## src/rtl/if_id_queue.sv

```systemverilog
// Two-entry skid queue between instruction fetch and decode.
// Presents a bubble ({0, NOP}) to decode whenever the queue is empty.
module if_id_queue #(
  parameter logic [31:0] NOP = 32'h00000000
) (
  input  logic        clock,
  input  logic        reset,
  input  logic        in_valid,
  input  logic [31:0] in_pc4,
  input  logic [31:0] in_instr,
  output logic        in_ready,
  input  logic        flush,
  input  logic        out_ready,
  output logic        out_valid,
  output logic [31:0] out_pc4,
  output logic [31:0] out_instr,
  output logic [1:0]  count,
  output logic [15:0] bubble_count
);

  logic [31:0] r_pc4   [2];
  logic [31:0] r_instr [2];
  logic        r_wrPtr;
  logic        r_rdPtr;
  logic [1:0]  r_count;
  logic [15:0] r_bubbleCount;

  logic w_push;
  logic w_pop;

  // Handshake decodes use registered occupancy only, so in_ready never
  // depends combinationally on out_ready or flush.
  assign in_ready  = (r_count != 2'd2);
  assign out_valid = (r_count != 2'd0);
  assign w_push    = in_valid && in_ready && !flush;
  assign w_pop     = out_valid && out_ready && !flush;

  assign out_pc4      = out_valid ? r_pc4[r_rdPtr]   : 32'h00000000;
  assign out_instr    = out_valid ? r_instr[r_rdPtr] : NOP;
  assign count        = r_count;
  assign bubble_count = r_bubbleCount;

  // Storage is deliberately left out of reset; visibility is gated by count.
  always_ff @(posedge clock) begin
    if (w_push) begin
      r_pc4[r_wrPtr]   <= in_pc4;
      r_instr[r_wrPtr] <= in_instr;
    end
  end

  always_ff @(posedge clock) begin
    if (reset) begin
      r_wrPtr <= 1'b0;
      r_rdPtr <= 1'b0;
      r_count <= 2'd0;
    end else if (flush) begin
      r_wrPtr <= 1'b0;
      r_rdPtr <= 1'b0;
      r_count <= 2'd0;
    end else begin
      if (w_push) r_wrPtr <= r_wrPtr + 1'b1;
      if (w_pop)  r_rdPtr <= r_rdPtr + 1'b1;
      if (w_push && !w_pop)      r_count <= r_count + 2'd1;
      else if (w_pop && !w_push) r_count <= r_count - 2'd1;
    end
  end

  // Saturating count of cycles in which decode saw a bubble.
  always_ff @(posedge clock) begin
    if (reset) begin
      r_bubbleCount <= 16'h0000;
    end else if (!out_valid && (r_bubbleCount != 16'hFFFF)) begin
      r_bubbleCount <= r_bubbleCount + 16'h0001;
    end
  end

endmodule

```

## config.mk

```make
export PLATFORM = sky130hd
export DESIGN_NAME = if_id_queue
export DESIGN_NICKNAME = d
export VERILOG_FILES = /design/src/rtl/if_id_queue.sv
export SDC_FILE = /design/constraint.sdc
export NUM_CORES = 1
export LEC_CHECK = 0
export ABC_AREA = 0
export CAP_MARGIN = 0
export CORE_MARGIN = 2
export CORE_UTILIZATION = 29
export DETAILED_ROUTE_END_ITERATION = 12
export MAX_ROUTING_LAYER = met4
export PLACE_DENSITY = 0.56
export SLEW_MARGIN = 20
export SYNTH_ARGS = -nofsm -noshare
export SYNTH_HDL_FRONTEND = slang
export SYNTH_SLANG_ARGS = --single-unit
```

## constraint.sdc

```tcl
create_clock -name clock -period 10.3 [get_ports clock]
set_input_delay 2.575 -clock clock [delete_from_list [all_inputs] [get_ports clock]]
set_output_delay 2.575 -clock clock [all_outputs]
set_load 0.05 [all_outputs]
```

# == Word level (Yosys, flattened, before mapping) ==
# Memory sizes are Yosys's and may differ from the RTL's. A register that Yosys moved wholly into a read port is not among the register bits.
# Cells that the tools add are included.
# totals
reg_bits,20
latchBits,0
ramBits,128
rom_bits,0
input_bits,69
output_inout_bits,84
wordCells,37
n_memories,2
# memory_table
name,words,word_bits,read_ports,rd_ports_with_merged_regs,write_ports,line,source
r_instr,2,32,1,1,1,22,logic [31:0] r_instr [2];
r_pc4,2,32,1,1,1,21,logic [31:0] r_pc4 [2];
# op_classes
addsub,5
multipliers,0
div_mod_pow,0
n_lt_le_gt_ge,0
eq_ne,2
shifts,0
muxes,10
n_bitwise,0
n_reduce_logical,14
# ops
operator,n
2-to-1 mux 32 bit,2
adder 16 x 1 -> 16 bit (second input constant),1
inequality test 16 bit (second input constant),1
logical AND 1 bit,7
2-to-1 mux 1 bit,6
logical NOT 1 bit,4
2-to-1 mux 2 bit,2
nonzero test 2 bit,2
adder 1 bit (second input constant),2
adder 2 x 1 -> 2 bit (second input constant),1
inequality test 2 bit (second input constant),1
OR reduction 2 bit,1
subtractor 2 x 1 -> 2 bit (second input constant),1

# == Logic depth before layout (Yosys ltp) ==
# Gate-level depths: netlist of run 1.
# logic_depth
word_depth,7
ltp_mapped,9
mapped_depth_nobuf,9

# == Worst setup path after synthesis of run 1 ==
# No wires, ideal clock.
# synth_timing
path_kind,input port to flip-flop
start,in flush
end,"mem r_instr[0][0], enable pin"
setup_ps,494
arrival_ps,5702
required_time_ps,9806
slack_ps,4104
path_stages,2
path_buffers,0
path_cell_list,and3b_1 -> nor2b_1
# synth_between
elab_chain_len,4
# synth_rtl
element,line,source
"start, declared",12,"input logic flush,"
logical NOT 1 bit,35,assign w_push = in_valid && in_ready && !flush;
logical AND 1 bit,35,
2-to-1 mux 1 bit,45,if (w_push) begin
2-to-1 mux 1 bit (implied by the code),47,r_instr[r_wrPtr] <= in_instr;
"end, declared",22,
# Every way passes these cells.

# == Worst setup path in the final report of run 1 ==
# layout_timing
start,reg r_count[0] (netlist: count[0])
end,out out_valid
# layout_between
elab_chain_len,1
# layout_rtl
element,line,source
"start, declared",25,logic [1:0] r_count;
"start signal, assigned",63,if (w_push && !w_pop) r_count <= r_count + 2'd1;
"start signal, assigned",64,else if (w_pop && !w_push) r_count <= r_count - 2'd1;
nonzero test 2 bit,34,assign out_valid = (r_count != 2'd0);
"end, declared",14,"output logic out_valid,"
# Every way passes these cells.

==> flow_summary.toml, run 1 <==
[cts]
cts-hold-fix-buffers = 0
clk_latency_ns = 0.42
htreeDepth = 4
cts_tree = "done"
clock_path_buffers = 2
cts.sinks = 149
numCtsBuffers = 17
cts_resized = 0
cts_root_buf = "clkbuf_16"
clkTransAtPathRegs_ns = 0.06
post_cts_buffers = 0

[final_layout]
drive_gt1_share_pct = 8.38
register_area_sq_um = 4270
diodes = 0
multiInputGateArea_sq_um = 1500
fin_cells = 826
area_delta_synth_final_pct = 41.5
layout_common_cells = "152 x clkdlybuf4s50_1, 128 x edfxtp_1, 69 x nor2_1"
n_fill_cell = 1808
layout_commonest_cell = "clkdlybuf4s50_1"
num-nets-final = 619

[route]
routedWlPerCell_um = 15.6
via_per_inst = 4.46
final_antenna_net_count = 0
via_count = 3682
drt_iter0_drc = 166
drcViolationCount = 0
wirelength_um = 12900
drt_first_pass_iters = 4

[timing]
slew_violations = 0
fin_crit_sh_pct = 53.3
maxSlewHeadroom_pct = 34.5
max_slew.worst_pin.slew_ns = 0.981
setup_tns_ns = 0
clock-skew-final_ns = 0.00632
max_freq_ghz = 0.182
fin_crit_ns = 5.49
grt_setup_unrepaired = "no"
hold_viol = 0
holdWs_ns = 0.521
setup_viol = 0
timing.final.ws_setup_ns = 4.81

[global_route]
track_usage_pct = 12.9
grt_pass1_vias = 3785
grt_overflow = 0
grt_pass1_wl_um = 20500
grt_max_degree = 65
antenna_found_initial = 0

[critical_path]
r2r_start = "count[0]"
cp-start-kind = "register"
reg2reg_to = "count[1]"
worstSetupPathType = "register to output pin"
worstPathArrival_ns = 2.92
cp_data_required_time_ns = 7.73
rrSetupSlack_ns = 7.51
endpoint_kind = "output pin"
rr_worst_depth = 9
crit_fanout = 39

[placed_design]
portBuffers = 152
detailedPlace.worstSlack_ns = 5.02
hpwl_um = 8350
dpl.cell_count = 794
routabilityCongestion = 0.753

[hold_path]
hold_path.class = "register to register"
hold-path-endpoint = "bubble_count[3]"
hold_depth = 2
hp-start = "bubble_count[3]"

[synthesis]
ys_seq_area_share_pct = 73.1
synth_area_sq_um = 5830
async_flop_share_pct = 0
ys_types = 42
synth-seq-cells = 149
syn_nets = 462
synth-main-ff-cell = "edfxtp_1"
yosys_warnings = 0
syn_area_per_cell_sq_um = 14.9
synth-edff-count = 128
netlist_instances = 391

[floorplanning]
row_count = 51
ioPinCount = 153
initial_core_util_pct = 29.8
fp.dieH_um = 146
core_area_sq_um = 19600
die_width_um = 146
die_area_sq_um = 21300

[power_and_ir_drop]
p_per_area_nw_per_um2 = 176
p_leak_nw = 2.58
irDropWorstVdd_v = 0.000102
fin_total_pwr_mw = 1.45

[run]
cap_violations = 0

[run_status]
status = "finished clean"
## synth_stat cells, types with 2 or more instances
library cell,n,area [sq um]
ha_1,2,25.0
a21oi_1,13,65.1
nor2_1,69,259
and4_1,2,17.5
or3_1,9,56.3
edfxtp_1,128,3840
nor4_1,2,12.5
nand3_1,4,20.0
nor3_1,7,35.0
o21ai_0,9,45.0
nand2b_1,2,12.5
or2_2,2,12.5
nor2b_1,2,12.5
or3_4,2,22.5
nand2_1,7,26.3
xnor2_1,2,17.5
clkbuf_1,8,30.0
xor2_1,3,26.3
o31ai_1,2,15.0
nand4_1,4,25.0
buf_1,2,7.51
or4_1,2,15.0
mux2i_1,64,641
buf_2,6,30.0
dfxtp_1,21,420
## per-stage QoR
step	area (sq um)	utilization, %
6_report	8250	42.1
5_1_grt	8250	42.1
4_1_cts	8250	42.1
3_5_place_dp	7670	39.1
3_3_place_gp	7640	39.0
2_1_floorplan	5830	-
## sequential cells by signal, indices dropped and copies added (netlist names), named ones only
name,count
r_pc4,64
r_wrPtr,1
r_rdPtr,1
r_instr,64
count,2
bubble_count,16
## where the power goes
part	switching [mW]	total [mW]	internal, mW
Sequential	0.00753	0.682	0.674
Clock	0.249	0.608	0.359
Combinational	0.0999	0.163	0.0627
Total	0.356	1.45	1.10
## cells by family (layout without fill, tap and decap cells)
group                      after synthesis  in the layout  share of synthesized area (%)
adders and majority gates                2              2                          0.429
xor gates and xnor gates                 5              5                          0.751
AOI/OAI and AO/OA                       30             30                           3.00
and+or+nand+nor                        121            121                           10.1
buffers and inverters                   19            189                           1.37
muxes                                   65             65                           11.2
DFF                                    149            149                           73.1
## worst max path at each step
| stage | from | to | slack (ns) | depth (start not counted) |
|---|---|---|---|---|
| detailed placement | flush | r_pc4[0][2] | 5.02 | 4 |
| global route | count[0] | out_valid | 4.57 | 4 |
| global placement | flush | r_pc4[0][10] | 5.02 | 4 |
| floorplan | flush | r_instr[0][0] | 4.10 | 2 |
| CTS | count[1] | out_valid | 4.74 | 4 |
| finish | count[0] | out_valid | 4.81 | 4 |
## layer usage
metal  vias up  part of all wire, %  GRT usage (%)
met5         -                    0              -
met2       113                   48           20.2
met1      1772                   45           15.5
li1       1783                    -              -
met3        14                  5.9           4.70
met4         0                  1.4           4.02
## final cells by class
type / instances / area share [%]
clock inverters: 14 / 1.84
clock buffers: 18 / 5.20
flip-flops and latches: 149 / 51.7
inverters: 2 / 0.0910
multi-input cells: 223 / 18.2
repair buffers: 155 / 19.0
well taps: 265 / 4.02
## critical path: stages (launching register included)
cell and delay, ns:
dfxtp_1 0.38, nor2_4 0.66, buf_4 0.54, inv_2 0.16
clkdlybuf4s50_1 0.74
Note: power is estimated with default switching activity, not from simulation.
==> inputs of run 2 (changes only) <==
- PLACE_DENSITY: 0.56 -> 0.58
- clock period: 10.3 -> 4.9 ns (I/O delays scaled with it)
==> flow_summary.toml, run 2 (synthesis results as in run 1) <==
[route]
via_per_inst = 4.45
drt_iter0_drc = 183
wirelength_um = 12700
via_count = 3682
final_antenna_net_count = 0
drcViolationCount = 0
routedWlPerCell_um = 15.3
drt_first_pass_iters = 4

[final_layout]
fin_util_pct = 41.8
area_delta_synth_final_pct = 40.5
postLayoutCellArea_sq_um = 8190
diodes = 0
layout_commonest_cell = "clkdlybuf4s50_1"
num-nets-final = 621
n_fill_cell = 1851
layout_common_cells = "152 x clkdlybuf4s50_1, 128 x edfxtp_1, 69 x nor2_1"
drive_gt1_share_pct = 8.17

[cts]
clock_path_buffers = 2
clkTransAtPathRegs_ns = 0.06
cts_resized = 0
cts.sinks = 149
cts-hold-fix-buffers = 0
cts_tree = "done"
post_cts_buffers = 0
clk_latency_ns = 0.42
cts_root_buf = "clkbuf_16"
htreeDepth = 4
numCtsBuffers = 17

[floorplanning]
initial_core_util_pct = 29.8
die_width_um = 146
fp.dieH_um = 146
die_area_sq_um = 21300
core_area_sq_um = 19600
row_count = 51
ioPinCount = 153

[global_route]
grt_max_degree = 65
grt_pass1_wl_um = 20600
grt_pass1_vias = 3867
grt_overflow = 0
track_usage_pct = 12.8
antenna_found_initial = 0

[power_and_ir_drop]
internal_power_mw = 2.19
seq_power_share_pct = 49.4
p_leak_nw = 2.57
p_per_area_nw_per_um2 = 355
irDropWorstVdd_v = 0.000215
netSwitchingFraction_pct = 24.6
pwr-share-comb_pct = 11.7
p_switching_mw = 0.716
clkPwrFrac_pct = 38.9

[critical_path]
worstPathArrival_ns = 2.81
endpoint_kind = "output pin"
cp-start-kind = "register"
cp_data_required_time_ns = 3.67
worstSetupPathType = "register to output pin"
crit_fanout = 47

[run]
cap_violations = 0

[placed_design]
routabilityCongestion = 0.762
placed_area_sq_um = 7680
portBuffers = 152
hpwl_um = 8230

[timing]
grt_setup_unrepaired = "no"
max_freq_ghz = 0.248
clock-skew-final_ns = 0.0108
fin_crit_sh_pct = 82.4
setup_viol = 0
maxSlewHeadroom_pct = 37.6
setup_tns_ns = 0
max_slew.worst_pin.slew_ns = 0.928
fin_crit_ns = 4.04
slew_violations = 0
hold_viol = 0

[hold_path]
hold_path.class = "register to register"

[run_status]
status = "finished clean"
## run 2: stage by stage
| step | cells | setup slack, ns | hold WS [ns] | total power, mW |
|---|---|---|---|---|
| 6_report | 828 | 0.865 | 0.522 | 2.91 |
| 5_1_grt | 828 | 0.703 | 0.559 | 3.03 |
| 4_1_cts | 828 | 0.823 | 0.521 | 2.95 |
| 3_5_place_dp | 796 | 1.30 | 0.507 | 1.81 |
| 3_3_place_gp | 796 | 1.36 | 0.493 | 1.80 |
| 2_1_floorplan | 391 | 1.20 | 0.520 | 1.65 |
## run 2: layer usage
metal | GRT usage (%) | share of wire, %
met3 | 4.89 | 5.9
met2 | 20.9 | 50
met1 | 14.9 | 43
met5 | - | 0
met4 | 3.38 | 0.89
## run 2: layout make-up
cell class | instances | area, sq um | share of cell area (%)
sequential | 149 | 4270 | 52.1
timing repair buffer | 157 | 1570 | 19.2
multi-input combinational | 223 | 1500 | 18.3
clock buffer | 19 | 433 | 5.28
tap | 265 | 332 | 4.05
clock inverter | 13 | 82.6 | 1.01
inverter | 2 | 7.51 | 0.0916
## run 2: worst max-delay path: stages, from the launching register on
cell and delay [ns]:
dfxtp_4 0.93, buf_4 0.36, mux2i_1 0.11, nor2_1 0.12
clkdlybuf4s50_1 0.82
## run 2: worst paths after layout
kind	to	from	depth (start not counted)	slack, ns
worst max-delay path	out_instr[16]	register	4	0.86
worst min register to register	bubble_count[11]	bubble_count[11]	2	0.52
worst max register to register	bubble_count[12]	count[1]	6	2.39
worst min-delay path	bubble_count[11]	bubble_count[11]	2	0.52
## run 2: power by group through the flow
stage | sequential [mW] | combinational, mW | clock (mW)
after global routing | 1.44 | 0.363 | 1.22
final | 1.44 | 0.341 | 1.13
after global placement | 1.46 | 0.339 | 0
after detailed placement | 1.46 | 0.345 | 0
after floorplan | 1.47 | 0.181 | 0
after CTS | 1.44 | 0.346 | 1.17
==> inputs of run 3 (changes only) <==
- clock period: 4.9 -> 3.6 ns (I/O delays scaled with it)
==> flow_summary.toml, run 3 (synthesis results as in run 1) <==
[run_status]
status = "finished clean"

[timing]
setup_tns_ns = 0
maxSlewHeadroom_pct = 38.5
fin_crit_sh_pct = 89.3
max_slew.worst_pin.slew_ns = 0.915
grt_setup_unrepaired = "no"
fin_crit_ns = 3.22
clock-skew-final_ns = 0.00731
max_freq_ghz = 0.311
setup_viol = 0
slew_violations = 0
hold_viol = 0

[route]
routedWlPerCell_um = 15.3
via_count = 3690
final_antenna_net_count = 0
wirelength_um = 12700
drt_iter0_drc = 155
via_per_inst = 4.44
drt_first_pass_iters = 4
drcViolationCount = 0

[cts]
htreeDepth = 4
post_cts_buffers = 0
cts-hold-fix-buffers = 0
clk_latency_ns = 0.41
cts_tree = "done"
clock_path_buffers = 2
clkTransAtPathRegs_ns = 0.06
numCtsBuffers = 17
cts_resized = 0
cts_root_buf = "clkbuf_16"
cts.sinks = 149

[final_layout]
n_fill_cell = 1846
layout_commonest_cell = "clkdlybuf4s50_1"
layout_common_cells = "152 x clkdlybuf4s50_1, 128 x edfxtp_1, 69 x nor2_1"
area_delta_synth_final_pct = 42.0
diodes = 0
num-nets-final = 624
fin_cells = 831
drive_gt1_share_pct = 9.19

[critical_path]
crit_path_max_incr_delay_ns = 0.83
worstPathArrival_ns = 2.32
rrSetupSlack_ns = 1.45
crit_path_end = "out_instr[19]"
cp-start-kind = "register"
cp_data_required_time_ns = 2.70
crit_buf_inv = 2
critPathSlowestCell = "clkdlybuf4s50_1"
crit_fanout = 40
worstSetupPathType = "register to output pin"
r2r_start = "count[1]"
reg2reg_to = "count[1]"
critical_path.cell_chain = "buf_12, mux2i_1, nor2_1, clkdlybuf4s50_1"
rr_worst_depth = 10
endpoint_kind = "output pin"
path_depth = 4
cp_top_family = "buffers and inverters"

[power_and_ir_drop]
seq_power_share_pct = 47.3
irDropWorstVdd_v = 0.000299
internal_power_mw = 3.08
p_per_area_nw_per_um2 = 497
pwr-share-comb_pct = 11.4
p_leak_nw = 2.61
netSwitchingFraction_pct = 25.0
clkPwrFrac_pct = 41.3
p_switching_mw = 1.03

[floorplanning]
ioPinCount = 153
initial_core_util_pct = 29.8
row_count = 51
fp.dieH_um = 146
die_width_um = 146
core_area_sq_um = 19600
die_area_sq_um = 21300

[global_route]
antenna_found_initial = 0
grt_max_degree = 41
grt_overflow = 0
grt_pass1_vias = 3850
track_usage_pct = 12.4
grt_pass1_wl_um = 20100

[hold_path]
hold_path.class = "register to register"

[run]
cap_violations = 0

[placed_design]
dpl.cell_count = 799
hpwl_um = 8470
routabilityCongestion = 0.743
portBuffers = 152
==> run 3: worst reg2reg max path, cell delays in order (launching register included) <==
cell	delay, ns
dfxtp_1	0.45
nor2_4	0.06
buf_4	0.25
inv_2	0.20
nand2_1	0.10
or2_2	0.28
ha_1	0.20
xor2_1	0.15
nor2_1	0.12
xnor2_1	0.14
nor3_1	0.06
==> run 3: how the worst min path moves through the flow <==
stage,to,cells after the start,slack [ns],from
final,bubble_count[11],2,0.53,bubble_count[11]
after global routing,bubble_count[11],2,0.55,bubble_count[11]
after CTS,bubble_count[11],2,0.52,bubble_count[11]
after detailed placement,bubble_count[11],2,0.51,bubble_count[11]
after global placement,bubble_count[6],1,0.50,bubble_count[6]
after floorplan,register,2,0.52,r_rdPtr
==> run 3: cell type report <==
type                       instances  area [sq um]  area share [%]
clock buffer                      18           429            5.18
tap                              265           332            4.00
clock inverter                    14           141            1.71
multi-input combinational        223          1500            18.1
inverter                           2          7.51          0.0906
sequential                       149          4270            51.5
timing repair buffer             160          1610            19.4
==> run 3: power by group through the flow <==
stage / Combinational [mW] / Sequential [mW] / Clock [mW]
after floorplan: 0.247 / 2.00 / 0
after global placement: 0.471 / 1.98 / 0
after detailed placement: 0.476 / 1.98 / 0
after CTS: 0.478 / 1.95 / 1.76
after global routing: 0.499 / 1.95 / 1.82
final: 0.470 / 1.95 / 1.70
==> run 3: per-layer routing <==
| layer | track usage, % | vias to the layer above | wire length (um) |
|---|---|---|---|
| li1 | - | 1791 | - |
| met1 | 14.0 | 1792 | 5420 |
| met2 | 20.9 | 96 | 6520 |
| met3 | 4.48 | 11 | 653 |
| met4 | 3.43 | 0 | 130 |
| met5 | - | - | 0 |
==> run 3: stage by stage <==
step / hold WS, ns / utilization [%] / worst slack, ns / total power, mW / instance area [sq um]
3_5_place_dp: 0.508 / 39.4 / 0.767 / 2.46 / 7710
4_1_cts: 0.519 / 42.3 / 0.348 / 4.18 / 8280
2_1_floorplan: 0.520 / - / 0.0721 / 2.25 / 5840
3_3_place_gp: 0.496 / 39.4 / 0.795 / 2.45 / 7710
6_report: 0.526 / 42.3 / 0.384 / 4.12 / 8280
5_1_grt: 0.554 / 42.3 / 0.264 / 4.27 / 8280
